--- config.mk ---
export PLATFORM = sky130hd
export DESIGN_NAME = amo_unit
export DESIGN_NICKNAME = d
export VERILOG_FILES = /design/src/rtl/amo_unit.sv
export SDC_FILE = /design/constraint.sdc
export NUM_CORES = 1
export LEC_CHECK = 0
export CORE_AREA = 5 5 128 220
export CTS_CLUSTER_DIAMETER = 40
export CTS_CLUSTER_SIZE = 12
export DETAILED_ROUTE_END_ITERATION = 8
export DIE_AREA = 0 0 133 225
export DONT_BUFFER_PORTS = 1
export PLACE_DENSITY = 0.77
export RECOVER_POWER = 25
export SLEW_MARGIN = 20
export SYNTH_ARGS = -nofsm -noshare
export SYNTH_HDL_FRONTEND = slang
export SYNTH_SLANG_ARGS = --single-unit
--- constraint.sdc ---
create_clock -name clk -period 3.5 [get_ports clk]
set_input_delay 0.7 -clock clk [delete_from_list [all_inputs] [get_ports clk]]
set_output_delay 0.7 -clock clk [all_outputs]
set_load 0.005 [all_outputs]
--- src/rtl/amo_unit.sv ---
// Atomic read-modify-write sequencer between the core execute stage and the data memory port.
// Latency: AMO 3 cycles, LR / successful SC 2 cycles, failed SC / error 1 cycle, plus memory wait cycles.
// Backpressure: one request in flight; req_ready only in IDLE, response held until rsp_ready.
module amo_unit (
    input  logic        clk,
    input  logic        rst_n,
    input  logic        req_valid,
    output logic        req_ready,
    input  logic [3:0]  req_op,
    input  logic [31:0] req_addr,
    input  logic [31:0] req_wdata,
    output logic        mem_req,
    output logic        mem_we,
    output logic [31:0] mem_addr,
    output logic [31:0] mem_wdata,
    input  logic [31:0] mem_rdata,
    input  logic        mem_ack,
    output logic        rsp_valid,
    input  logic        rsp_ready,
    output logic [31:0] rsp_data,
    output logic        rsp_err
);

    localparam logic [3:0] OP_SWAP = 4'd0;
    localparam logic [3:0] OP_ADD  = 4'd1;
    localparam logic [3:0] OP_XOR  = 4'd2;
    localparam logic [3:0] OP_AND  = 4'd3;
    localparam logic [3:0] OP_OR   = 4'd4;
    localparam logic [3:0] OP_MIN  = 4'd5;
    localparam logic [3:0] OP_MAX  = 4'd6;
    localparam logic [3:0] OP_LR   = 4'd7;
    localparam logic [3:0] OP_SC   = 4'd8;

    typedef enum logic [1:0] {IDLE, RD, WR, RSP} state_t;

    typedef struct packed {
        logic [3:0]  op;
        logic [31:0] addr;
        logic [31:0] wdata;
    } req_t;

    state_t      state_q, state_d;
    req_t        req_q, req_d;
    logic [31:0] old_q, old_d;
    logic        resv_vld_q, resv_vld_d;
    logic [31:0] resv_addr_q, resv_addr_d;

    logic        mem_req_d, mem_we_d;
    logic [31:0] mem_addr_d, mem_wdata_d;
    logic        rsp_valid_d, rsp_err_d;
    logic [31:0] rsp_data_d;

    logic        req_illegal;
    logic        sc_hit;

    function automatic logic [31:0] amo_f(input logic [3:0] op,
                                          input logic [31:0] old,
                                          input logic [31:0] wd);
        case (op)
            OP_SWAP: amo_f = wd;
            OP_ADD:  amo_f = old + wd;
            OP_XOR:  amo_f = old ^ wd;
            OP_AND:  amo_f = old & wd;
            OP_OR:   amo_f = old | wd;
            OP_MIN:  amo_f = (old < wd) ? old : wd;
            OP_MAX:  amo_f = (old > wd) ? old : wd;
            default: amo_f = wd;
        endcase
    endfunction

    assign req_ready   = (state_q == IDLE);
    assign req_illegal = (req_op > OP_SC) || (req_addr[1:0] != 2'b00);
    assign sc_hit      = resv_vld_q && (resv_addr_q == req_addr);

    always_comb begin
        state_d     = state_q;
        req_d       = req_q;
        old_d       = old_q;
        resv_vld_d  = resv_vld_q;
        resv_addr_d = resv_addr_q;
        mem_req_d   = mem_req;
        mem_we_d    = mem_we;
        mem_addr_d  = mem_addr;
        mem_wdata_d = mem_wdata;
        rsp_valid_d = rsp_valid;
        rsp_data_d  = rsp_data;
        rsp_err_d   = rsp_err;

        case (state_q)
            IDLE: begin
                if (req_valid) begin
                    req_d = '{op: req_op, addr: req_addr, wdata: req_wdata};
                    if (req_illegal) begin
                        state_d     = RSP;
                        rsp_valid_d = 1'b1;
                        rsp_err_d   = 1'b1;
                        rsp_data_d  = 32'd0;
                    end else if (req_op == OP_SC) begin
                        // Any SC consumes the reservation, hit or miss.
                        resv_vld_d = 1'b0;
                        if (sc_hit) begin
                            state_d     = WR;
                            mem_req_d   = 1'b1;
                            mem_we_d    = 1'b1;
                            mem_addr_d  = req_addr;
                            mem_wdata_d = req_wdata;
                        end else begin
                            state_d     = RSP;
                            rsp_valid_d = 1'b1;
                            rsp_err_d   = 1'b0;
                            rsp_data_d  = 32'd1;
                        end
                    end else begin
                        state_d     = RD;
                        mem_req_d   = 1'b1;
                        mem_we_d    = 1'b0;
                        mem_addr_d  = req_addr;
                        mem_wdata_d = 32'd0;
                    end
                end
            end
            RD: begin
                if (mem_ack) begin
                    old_d = mem_rdata;
                    if (req_q.op == OP_LR) begin
                        resv_vld_d  = 1'b1;
                        resv_addr_d = req_q.addr;
                        state_d     = RSP;
                        mem_req_d   = 1'b0;
                        mem_addr_d  = 32'd0;
                        rsp_valid_d = 1'b1;
                        rsp_err_d   = 1'b0;
                        rsp_data_d  = mem_rdata;
                    end else begin
                        if (resv_vld_q && (resv_addr_q == req_q.addr)) begin
                            resv_vld_d = 1'b0;
                        end
                        state_d     = WR;
                        mem_we_d    = 1'b1;
                        mem_wdata_d = amo_f(req_q.op, mem_rdata, req_q.wdata);
                    end
                end
            end
            WR: begin
                if (mem_ack) begin
                    state_d     = RSP;
                    mem_req_d   = 1'b0;
                    mem_we_d    = 1'b0;
                    mem_addr_d  = 32'd0;
                    mem_wdata_d = 32'd0;
                    rsp_valid_d = 1'b1;
                    rsp_err_d   = 1'b0;
                    rsp_data_d  = (req_q.op == OP_SC) ? 32'd0 : old_q;
                end
            end
            RSP: begin
                if (rsp_ready) begin
                    state_d     = IDLE;
                    rsp_valid_d = 1'b0;
                    rsp_err_d   = 1'b0;
                    rsp_data_d  = 32'd0;
                end
            end
            default: state_d = IDLE;
        endcase
    end

    always_ff @(posedge clk or negedge rst_n) begin
        if (!rst_n) begin
            state_q     <= IDLE;
            req_q       <= '0;
            old_q       <= 32'd0;
            resv_vld_q  <= 1'b0;
            resv_addr_q <= 32'd0;
            mem_req     <= 1'b0;
            mem_we      <= 1'b0;
            mem_addr    <= 32'd0;
            mem_wdata   <= 32'd0;
            rsp_valid   <= 1'b0;
            rsp_data    <= 32'd0;
            rsp_err     <= 1'b0;
        end else begin
            state_q     <= state_d;
            req_q       <= req_d;
            old_q       <= old_d;
            resv_vld_q  <= resv_vld_d;
            resv_addr_q <= resv_addr_d;
            mem_req     <= mem_req_d;
            mem_we      <= mem_we_d;
            mem_addr    <= mem_addr_d;
            mem_wdata   <= mem_wdata_d;
            rsp_valid   <= rsp_valid_d;
            rsp_data    <= rsp_data_d;
            rsp_err     <= rsp_err_d;
        end
    end

endmodule

==> results of run 1 <==
## area by class of cell
type                       instances  area (um^2)
multi-input combinational       1210         8820
fill                            2064         7970
sequential                       235         5890
timing repair buffer             187         1530
clock buffer                      34          795
inverter                         121          454
tap                              320          400
clock inverter                    13          198
antenna                            2         5.00
## stage by stage
| step | utilization (%) | TNS, ps | power (W) | instance area (um^2) | hold slack, ps |
|---|---|---|---|---|---|
| after floorplan | - | 0 | 0.0111 | 15400 | 404 |
| after global placement | 64.1 | -3920 | 0.0146 | 16700 | 411 |
| after detailed placement | 64.1 | -5390 | 0.0149 | 16700 | 412 |
| after CTS | 68.0 | -26.6 | 0.0182 | 17700 | -181 |
| after global routing | 69.4 | -57.1 | 0.0199 | 18100 | -185 |
| final | 69.4 | 0 | 0.0188 | 18100 | -168 |
## worst reg2reg max path: cells and delay by family, from the launching register on
family	cells	cell delay (ps)
AND/OR/NAND/NOR	2	460
multiplexers	1	190
buffers and inverters	5	670
adder cells (fa/ha/maj)	1	210
flip-flops	1	400
AO/OA/AOI/OAI	6	1340
## cells in the mapped netlist, types with 33 or more instances
library cell | n | area share (%)
sky130_fd_sc_hd__a21oi_1 | 111 | 3.6
sky130_fd_sc_hd__a22oi_1 | 45 | 2.2
sky130_fd_sc_hd__clkbuf_1 | 72 | 1.8
sky130_fd_sc_hd__dfrtp_1 | 235 | 38
sky130_fd_sc_hd__ha_1 | 101 | 8.2
sky130_fd_sc_hd__inv_1 | 119 | 2.9
sky130_fd_sc_hd__mux2_2 | 100 | 7.3
sky130_fd_sc_hd__mux2i_1 | 35 | 2.3
sky130_fd_sc_hd__nand2_1 | 179 | 4.4
sky130_fd_sc_hd__nor2_1 | 85 | 2.1
sky130_fd_sc_hd__o21ai_0 | 131 | 4.3
sky130_fd_sc_hd__o221ai_1 | 33 | 1.9
sky130_fd_sc_hd__o31ai_1 | 36 | 1.8
sky130_fd_sc_hd__xnor2_1 | 35 | 2.0
sky130_fd_sc_hd__xor2_1 | 45 | 2.6
## logic make-up after synthesis
| family | synth area share (%) |
|---|---|
| AOI/OAI and AO/OA | 21.2 |
| and+or+nand+nor | 12.1 |
| DFF | 38.2 |
| buffers and inverters | 6.02 |
| muxes | 9.60 |
| adders and majority gates | 8.34 |
| xor gates and xnor gates | 4.55 |
## flip-flops by register name (all words and copies together) (netlist names)
name         cells
rsp_err          1
state_q          2
rsp_data        32
mem_req          1
rsp_valid        1
old_q           32
resv_addr_q     32
mem_wdata       32
mem_we           1
resv_vld_q       1
mem_addr        32
req_q           68
## routing by layer
| layer | GRT usage (%) | vias to the layer above |
|---|---|---|
| li1 | - | 6186 |
| met1 | 32.1 | 6691 |
| met2 | 65.4 | 629 |
| met3 | 7.66 | 274 |
| met4 | 35.7 | 0 |
| met5 | 0 | - |
## worst paths after layout
check                                 to  cells past startpoint
max                        mem_wdata[16]                     15
min                            old_q[15]                      0
max reg2reg                mem_wdata[16]                     15
min reg2reg                    old_q[26]                      2
max in group asynchronous      req_q[25]                      0
min in group clk               req_q[48]                      1
## what timing repair did
| item | in CTS | in global routing |
|---|---|---|
| buffers inserted | 2 | 19 |
| gates resized for setup | 4 | 44 |
| endpoints found under the setup margin | 6 | 15 |
| pin swaps | 3 | 11 |
| hold endpoints to repair | 235 | 235 |
## power breakdown
part / switching, W / internal, W / total [W] / leakage [nW]
clock: 0.00123 / 0.00191 / 0.00315 / 0.489
combinational: 0.00607 / 0.00455 / 0.0106 / 4.67
sequential: 0.00115 / 0.00388 / 0.00503 / 3.01
total: 0.00845 / 0.0103 / 0.0188 / 8.16
==> metrics.log, run 1 <==
INFO  metric clk_pin_slew_worst_paths = 60 ps
INFO  metric pin_count_of_the_biggest_net_entering_global_routing = about 240
INFO  metric globalRouteOverflowTotal = 0
INFO  metric synth_seq_cells = 235
INFO  metric clock_tree.buffer_depth = 3
INFO  metric final.setup.worst_slack = just over 90 ps
INFO  metric ioPinCount = a little over 200
INFO  metric cts_tree = yes
INFO  metric total_number_of_nets_in_the_final_design = between 1500 and 2000
INFO  metric delay_heaviest_family_cp = compound AO/OA/AOI/OAI gates
INFO  metric postSynthNetCount = ~1900
INFO  metric floorplan.die_area = 0.0299 mm^2
INFO  metric postRouteAntennaNets = 0
INFO  metric critical_path_arrival = 3850 ps
INFO  metric routed_wl_met2 = around 28000 um
INFO  metric wl_met3 = roughly 3600 um
INFO  metric die_height = approximately 230 um
INFO  metric io_buffers = 0
INFO  metric final_wirelength = 55000 um
INFO  metric place_worst_setup_slack = -437 ps
INFO  metric layout-drive-gt1-share = between 20% and 30%
INFO  metric post-route-drc-count = 0
INFO  metric die_x = about 130 um
INFO  metric irDropWorstVdd = about 630 uV
INFO  metric 1st_pass_router_iterations = 6
INFO  metric whs = -168 ps
INFO  metric dominantRegCellSynth = sky130_fd_sc_hd__dfrtp_1
INFO  metric finish.cell_count_without_fillers = 2122
INFO  metric syn_area = 0.0154 mm^2
INFO  metric dr.max_layer_used = met4
INFO  metric layout_overhead_on_the_synthesized_area = 17.6%
INFO  metric worst_pin_slew = about 1200 ps
INFO  metric timing.hold.worst.class = in2async
INFO  metric fp.coreArea = approximately 0.026 mm^2
INFO  metric layout.cells.most_common = sky130_fd_sc_hd__dfrtp_1
INFO  metric rsz0062_at_grt = yes
INFO  metric synthArstFlopShare = 100%
INFO  metric worst_setup_path_end_kind = flop
INFO  metric finalMaxSlewViolations = 0
INFO  metric first_global_vias = 14500
INFO  metric initial_antenna_violation_count = 0
INFO  metric timing.final.crit_share = between 90% and 100%
INFO  metric result_of_the_run = finished with violations
INFO  metric max_cap_viol_count = 0
INFO  metric row_count = 78
INFO  metric hold_viol_final = ~240
INFO  metric dpl.hpwl = 40700 um
INFO  metric crit_chain = inv_2 -> ha_4 -> buf_4 -> nor4_2 -> buf_4 -> nand4b_1 -> a21oi_2 -> o41ai_2 -> a22oi_2 -> buf_6 -> buf_8 -> mux2i_1 -> o21ai_1 -> a222oi_1 -> o21ai_1
INFO  metric drt-met1-wl = roughly 16000 um
INFO  metric synthesis_warning_total = 0
INFO  metric numClockSinks = 235
INFO  metric yosysSeqAreaShare = 38.2%
INFO  metric place.detailed.instances = between 2000 and 2500
INFO  metric initial_core_utilization = 59.0%
INFO  metric dr_total_vias = approximately 14000
INFO  metric final_period_minus_worst_setup_slack = 3410 ps
INFO  metric clock_insertion_delay_worst_skew = 570 ps
INFO  metric startpoint_type = flop
INFO  metric critical_path_required = approximately 4000 ps
INFO  metric final.setup_skew = around 22 ps
INFO  metric synthesis.instances = 1674
INFO  metric ctsRootBufferMaster = sky130_fd_sc_hd__clkbuf_16
INFO  metric synth-edff-count = 0
INFO  metric critical_path.n_buffers_inverters = 5
INFO  metric grt_first_pass_wirelength = a little over 80000 um
INFO  metric gp_routability_congestion = ~1.1
INFO  metric final_cell_mix = sky130_fd_sc_hd__dfrtp_1, sky130_fd_sc_hd__nand2_1, sky130_fd_sc_hd__buf_4, sky130_fd_sc_hd__o21ai_0, sky130_fd_sc_hd__inv_1
INFO  metric power.density_cell_area = about 1000 mW/mm^2
INFO  metric crit_slowest_cell = sky130_fd_sc_hd__a222oi_1
INFO  metric path_class = reg2reg
INFO  metric syn_avg_cell_area = a little over 9 um^2
INFO  metric vias_per_cell = 6.49
INFO  metric fmax = roughly 300 MHz
INFO  metric report.final.setup_viol = 0
INFO  metric number_of_h_tree_branching_levels = 1
INFO  metric routedWlPerCell = about 26 um
INFO  metric critical-path-max-stage-delay = about 480 ps
INFO  metric p_leak = between 8 and 9 nW
INFO  metric relSlewSlack = approximately a quarter
INFO  metric critical_path.reg2reg.startpoint = req_q[14]
INFO  metric worst_setup_path_startpoint = req_q[14]
INFO  metric r2r_setup_slack = 90 ps
INFO  metric drtIter0Drc = 933
INFO  metric gr-usage-all-layers = 36.1%
INFO  metric violations = hold timing
INFO  metric yosys.cell_types.count = roughly 70
INFO  metric critPathMaxFanout = 4
INFO  metric cts_bufs_inserted = 29
(Power assumes the default switching activity.)
==> run 2, diff against run 1 <==
--- a/config.mk
+++ b/config.mk
@@ -11,7 +11,7 @@
 export DETAILED_ROUTE_END_ITERATION = 8
 export DIE_AREA = 0 0 133 225
 export DONT_BUFFER_PORTS = 1
-export PLACE_DENSITY = 0.77
+export PLACE_DENSITY = 0.75
 export RECOVER_POWER = 25
 export SLEW_MARGIN = 20
 export SYNTH_ARGS = -nofsm -noshare
==> run 2 against run 1 <==
The flow still finishes with violations (hold timing). Via count is 0.99% lower. Die area stayed put. Global-route usage is 0.13 points lower. Worst setup slack worse by 44 ps. Register-to-register slack worse by 40 ps. Clock skew is 3.5 ps lower. Final cell count is 0.99% lower. Critical path depth is 2 lower. Clock power is 13% lower.
==> metrics.log, run 2 (same netlist as run 1, synthesis figures left out) <==
INFO  metric crit_slowest_cell = sky130_fd_sc_hd__a222oi_1
INFO  metric routedWlPerCell = ~26 um
INFO  metric numClockSinks = approximately 240
INFO  metric cts_bufs_inserted = 27
INFO  metric path_class = reg2reg
INFO  metric cts_tree = yes
INFO  metric design_power_total = about 0.018 W
INFO  metric post-route-drc-count = 0
INFO  metric irDropWorstVdd = approximately 550 uV
INFO  metric final.setup_skew = 18.8 ps
INFO  metric initial_antenna_violation_count = 2
INFO  metric postLayoutCoreUtil = between 60% and 70%
INFO  metric ctsRootBufferMaster = sky130_fd_sc_hd__clkbuf_16
INFO  metric timing.critical_path.mode_cell = sky130_fd_sc_hd__o21ai_1
INFO  metric gp_routability_congestion = between 1 and 1.5
INFO  metric layout.cells.most_common = sky130_fd_sc_hd__dfrtp_1
INFO  metric report.final.setup_viol = 0
INFO  metric crit_chain = inv_2 -> ha_4 -> nor4_4 -> nand4_2 -> nor4b_4 -> o41ai_4 -> a22oi_2 -> buf_12 -> buf_4 -> mux2i_1 -> o21ai_1 -> a222oi_1 -> o21ai_1
INFO  metric clk_pin_slew_worst_paths = around 60 ps
INFO  metric critical_path.n_buffers_inverters = 3
INFO  metric first_global_vias = 14400
INFO  metric initial_core_utilization = about three fifths
INFO  metric worst_setup_path_end_kind = flop
INFO  metric startpoint_type = flop
INFO  metric layout-drive-gt1-share = about a fifth
INFO  metric gr-usage-all-layers = a little over a third
INFO  metric final_wirelength = ~55000 um
INFO  metric final_period_minus_worst_setup_slack = between 3000 and 4000 ps
INFO  metric 1st_pass_router_iterations = 6
INFO  metric result_of_the_run = finished with violations
INFO  metric dpl.hpwl = approximately 40000 um
INFO  metric number_of_h_tree_branching_levels = 1
INFO  metric fp.coreArea = 0.0261 mm^2
INFO  metric row_count = 78
INFO  metric die_x = approximately 130 um
INFO  metric io_buffers = 0
INFO  metric clock_tree.buffer_depth = 3
INFO  metric p_leak = 8.03 nW
INFO  metric fmax = between 200 and 300 MHz
INFO  metric die_height = between 200 and 250 um
INFO  metric relSlewSlack = just under 30%
INFO  metric final_cell_mix = sky130_fd_sc_hd__dfrtp_1, sky130_fd_sc_hd__nand2_1, sky130_fd_sc_hd__buf_4, sky130_fd_sc_hd__o21ai_0, sky130_fd_sc_hd__inv_1
INFO  metric ioPinCount = ~210
INFO  metric grt_first_pass_wirelength = 82500 um
INFO  metric largest-register = req_q
INFO  metric finalMaxSlewViolations = 0
INFO  metric globalRouteOverflowTotal = 0
INFO  metric drtIter0Drc = around 1000
INFO  metric violations = hold timing
INFO  metric floorplan.die_area = 0.0299 mm^2
INFO  metric clock_insertion_delay_worst_skew = 560 ps
INFO  metric critical_path_arrival = roughly 3900 ps
INFO  metric max_cap_viol_count = 0
INFO  metric rsz0062_at_grt = yes
INFO  metric timing.final.crit_share = between 90% and 100%
INFO  metric dr_total_vias = between 10000 and 15000
INFO  metric whs = -161 ps
INFO  metric pin_count_of_the_biggest_net_entering_global_routing = between 200 and 250
INFO  metric critical-path-max-stage-delay = around 470 ps
INFO  metric critical_path_required = 3920 ps
INFO  metric worst_pin_slew = about 1100 ps
INFO  metric timing.hold.worst.class = in2async
INFO  metric critPathMaxFanout = 7
INFO  metric delay_heaviest_family_cp = compound AO/OA/AOI/OAI gates
INFO  metric layout_overhead_on_the_synthesized_area = 15.8%
INFO  metric largest_reg_flops = 68
INFO  metric power.density_cell_area = a little over 1000 mW/mm^2
INFO  metric vias_per_cell = roughly 6.5
INFO  metric total_number_of_nets_in_the_final_design = 1975
INFO  metric hold_viol_final = between 200 and 250
INFO  metric postRouteAntennaNets = 0
## run 2: layout make-up
type | count | area [um^2]
fill | 2100 | 8230
multi-input combinational | 1210 | 8770
sequential | 235 | 5890
timing repair buffer | 173 | 1470
tap | 320 | 400
clock buffer | 31 | 711
clock inverter | 9 | 119
antenna | 2 | 5.00
inverter | 121 | 454
## run 2: where the power goes
group	internal, W	switching (W)
combinational	0.00446	0.00602
sequential	0.00388	0.00117
clock	0.00159	0.00114
total	0.00993	0.00833
## run 2: timing repair
action	CTS	global route
cloned	0	0
endpoints found under the setup margin	4	20
hold endpoints to repair	235	235
resized for setup	2	38
buffers inserted	0	6
pin swaps	4	7
## run 2: worst reg2reg max path, stage by stage, from the launching register on
cell and delay, ps:
sky130_fd_sc_hd__dfrtp_2 440, sky130_fd_sc_hd__inv_2 90, sky130_fd_sc_hd__ha_4 210, sky130_fd_sc_hd__nor4_4 370, sky130_fd_sc_hd__nand4_2 190, sky130_fd_sc_hd__nor4b_4 410
sky130_fd_sc_hd__o41ai_4 160, sky130_fd_sc_hd__a22oi_2 280, sky130_fd_sc_hd__buf_12 170, sky130_fd_sc_hd__buf_4 140, sky130_fd_sc_hd__mux2i_1 180, sky130_fd_sc_hd__o21ai_1 90
sky130_fd_sc_hd__a222oi_1 470, sky130_fd_sc_hd__o21ai_1 120
## run 2: final timing paths
kind	from	to	slack, ps	cells after the start
worst max-delay path	req_q[30]	mem_wdata[16]	50	13
worst min-delay path	rst_n	mem_wdata[9]	-160	0
worst max register to register	req_q[30]	mem_wdata[16]	50	13
worst min register to register	old_q[3]	old_q[3]	480	2
max in group asynchronous	rst_n	req_q[28]	3170	0
min in group clk	req_addr[8]	req_q[40]	280	1
## run 2: routing by layer
layer	GRT usage (%)	vias to the layer above	wire, um
li1	-	6169	-
met4	35.2	2	6540
met5	0	-	7
met3	7.37	299	3320
met2	65.0	594	28200
met1	32.4	6580	16500
## run 2: per-stage QoR
stage	setup TNS [ps]	instance area (um^2)	hold slack, ps	std cells	setup slack [ps]
CTS	0	17600	-173	2093	1.44
finish	0	17800	-161	2101	47.0
global placement	-1420	16800	412	2053	-214
global route	-78.3	17800	-177	2101	-38.3
floorplan	0	15400	404	1674	173
detailed placement	-2580	16800	413	2053	-263
==> run 3, diff against run 2 <==
--- a/config.mk
+++ b/config.mk
@@ -12,7 +12,7 @@
 export DIE_AREA = 0 0 133 225
 export DONT_BUFFER_PORTS = 1
 export PLACE_DENSITY = 0.75
-export RECOVER_POWER = 25
+export REMOVE_ABC_BUFFERS = 1
 export SLEW_MARGIN = 20
 export SYNTH_ARGS = -nofsm -noshare
 export SYNTH_HDL_FRONTEND = slang
==> run 3 against run 2 <==
The run still ends with hold timing left. Worst setup slack improved by 94 ps. Worst hold slack got worse by 7.0 ps. Final cell count barely moved. Register-to-register slack improved by 90 ps. Die area did not move. Clock power rose by 7.7%. Clock skew rose by 2.0 ps. Via count fell by 0.53%. Critical endpoint is now mem_wdata[3].
==> metrics.log, run 3 (same netlist as run 1, synthesis figures left out) <==
INFO  metric result_of_the_run = finished with violations
INFO  metric violations = hold timing
INFO  metric layout-drive-gt1-share = about a fifth
INFO  metric dr.max_layer_used = met4
INFO  metric wl_met3 = 3750 um
INFO  metric routed_wl_met2 = roughly 25000 um
INFO  metric combPwrFrac = between 50 and 60%
INFO  metric globalRouteOverflowTotal = 0
INFO  metric rsz0062_at_grt = no
INFO  metric ioPinCount = 206
INFO  metric row_count = 78
INFO  metric dpl.hpwl = between 30000 and 40000 um
INFO  metric clock_power_share = 16.3%
INFO  metric critPathMaxFanout = 7
INFO  metric gp_routability_congestion = between 1 and 1.5
INFO  metric initial_core_utilization = between 50% and 60%
INFO  metric crit_slowest_cell = sky130_fd_sc_hd__nor4b_4
INFO  metric finalMaxSlewViolations = 0
INFO  metric report.final.setup_viol = 0
INFO  metric worst_setup_path_end_kind = flop
INFO  metric grt_first_pass_wirelength = ~77000 um
INFO  metric postRouteAntennaNets = 0
INFO  metric num-fill-cells = 2117
INFO  metric dr_total_vias = around 14000
INFO  metric post-route-drc-count = 0
INFO  metric flop_pwr_share = around 28%
INFO  metric power.density_cell_area = ~1000 mW/mm^2
INFO  metric initial_antenna_violation_count = 0
INFO  metric total_number_of_nets_in_the_final_design = ~2000
INFO  metric whs = -168 ps
INFO  metric cellInternalPower = about 0.01 W
INFO  metric cts_tree = yes
INFO  metric critical_path_required = just under 4000 ps
INFO  metric startpoint_type = flop
INFO  metric clock_insertion_delay_worst_skew = around 560 ps
INFO  metric crit_chain = inv_1 -> ha_1 -> nor4_4 -> nand4_2 -> nor4b_4 -> o41ai_4 -> a22oi_2 -> buf_6 -> buf_4 -> mux2i_1 -> o22ai_1 -> o221ai_1 -> o211ai_1
INFO  metric max_cap_viol_count = 0
INFO  metric numClockSinks = roughly 240
INFO  metric first_global_vias = 13900
INFO  metric io_buffers = 0
INFO  metric placedInstanceArea = 0.0166 mm^2
INFO  metric final_wirelength = slightly below 50000 um
INFO  metric finish.instance_area = about 0.018 mm^2
INFO  metric final_period_minus_worst_setup_slack = around 3400 ps
INFO  metric fmax = around 300 MHz
INFO  metric timing.final.crit_share = a little over nine tenths
INFO  metric net_load_switching_power = between 0.008 and 0.009 W
INFO  metric floorplan.die_area = around 0.030 mm^2
INFO  metric clk_pin_slew_worst_paths = ~60 ps
INFO  metric layout_overhead_on_the_synthesized_area = 15.4%
INFO  metric die_height = around 230 um
INFO  metric relSlewSlack = 36.7%
INFO  metric fin_setup_tns = 0 ps
INFO  metric cts_bufs_inserted = 29
INFO  metric drtIter0Drc = 1081
INFO  metric timing.hold.worst.class = in2async
INFO  metric largest_reg_flops = 68
INFO  metric fp.coreArea = roughly 0.026 mm^2
INFO  metric final.setup_skew = about 21 ps
INFO  metric vias_per_cell = 6.47
INFO  metric pin_count_of_the_biggest_net_entering_global_routing = between 200 and 250
INFO  metric multi_input_area = 0.00874 mm^2
INFO  metric path_class = reg2reg
INFO  metric clock_tree.buffer_depth = 3
INFO  metric layout.cells.most_common = sky130_fd_sc_hd__dfrtp_1
INFO  metric largest-register = req_q
INFO  metric ctsRootBufferMaster = sky130_fd_sc_hd__clkbuf_16
INFO  metric final.setup.worst_slack = about 140 ps
INFO  metric hold_viol_final = roughly 240
INFO  metric critical_path_arrival = approximately 3800 ps
INFO  metric routedWlPerCell = about 23 um
INFO  metric worst_pin_slew = 949 ps
INFO  metric sequential_cell_area = a little under 0.006 mm^2
INFO  metric number_of_h_tree_branching_levels = 1
INFO  metric antenna_cells = 0
INFO  metric irDropWorstVdd = 558 uV
INFO  metric die_x = 133 um
INFO  metric drt-met1-wl = between 15000 and 20000 um
INFO  metric place_worst_setup_slack = -430 ps
INFO  metric 1st_pass_router_iterations = 5
INFO  metric gr-usage-all-layers = 32.0%
INFO  metric critical-path-max-stage-delay = 460 ps
INFO  metric final_cell_mix = sky130_fd_sc_hd__dfrtp_1, sky130_fd_sc_hd__nand2_1, sky130_fd_sc_hd__buf_4, sky130_fd_sc_hd__o21ai_0, sky130_fd_sc_hd__inv_1
INFO  metric critical_path.n_buffers_inverters = 3
INFO  metric delay_heaviest_family_cp = simple AND/OR/NAND/NOR gates
INFO  metric p_leak = around 8 nW
INFO  metric power.switching_fraction = around 45%
run 3: final cells by class:
type                            instances  share of cell area [%]
Tap cell                              320                    2.25
Clock buffer                           33                    4.17
Sequential cell                       235                    33.2
Inverter                              121                    2.56
Multi-Input combinational cell       1210                    49.2
Clock inverter                         13                   0.993
Timing Repair Buffer                  167                    7.64
run 3: through the flow:
step	utilization, %	power (W)	instances
floorplan	-	0.0108	1566
global placement	63.7	0.0144	2040
detailed placement	63.7	0.0147	2040
CTS	67.3	0.0177	2086
global route	68.2	0.0192	2099
finish	68.2	0.0180	2099
run 3: power groups by stage:
| stage | combinational [W] | clock [W] | sequential [W] |
|---|---|---|---|
| floorplan | 0.00603 | 0 | 0.00475 |
| global placement | 0.00946 | 0 | 0.00492 |
| detailed placement | 0.00966 | 0 | 0.00499 |
| CTS | 0.00975 | 0.00298 | 0.00496 |
| global route | 0.0109 | 0.00311 | 0.00512 |
| finish | 0.0101 | 0.00294 | 0.00498 |
run 3: timing repair:
action / CTS / global route
setup buffers: 0 / 13
hold endpoints to repair: 235 / 235
endpoints found under the setup margin: 20 / 27
pin swaps: 0 / 9
resized for setup: 4 / 31
run 3: worst reg2reg max path, delay by kind of cell, from the launching register on:
| family | cells | cell delay (ps) |
|---|---|---|
| AND/OR/NAND/NOR | 3 | 980 |
| AO/OA/AOI/OAI | 5 | 840 |
| flip-flops | 1 | 410 |
| buffers and inverters | 3 | 440 |
| multiplexers | 1 | 220 |
| adder cells (fa/ha/maj) | 1 | 340 |
run 3: worst paths after layout:
path | slack (ps) | endpoint | cells past startpoint | from
max | 140 | mem_wdata[3] | 13 | req_q[31]
min | -170 | mem_addr[26] | 0 | rst_n
max reg2reg | 140 | mem_wdata[3] | 13 | req_q[31]
min reg2reg | 480 | old_q[12] | 2 | old_q[12]
max in group asynchronous | 3190 | req_q[24] | 0 | rst_n
min in group clk | 280 | req_q[30] | 1 | req_wdata[30]
run 3: per-layer routing:
| layer | vias to the layer above | track usage, % |
|---|---|---|
| met4 | 0 | 18.3 |
| met3 | 192 | 6.14 |
| met1 | 6604 | 34.4 |
| li1 | 6147 | - |
| met5 | - | 0 |
| met2 | 629 | 58.4 |
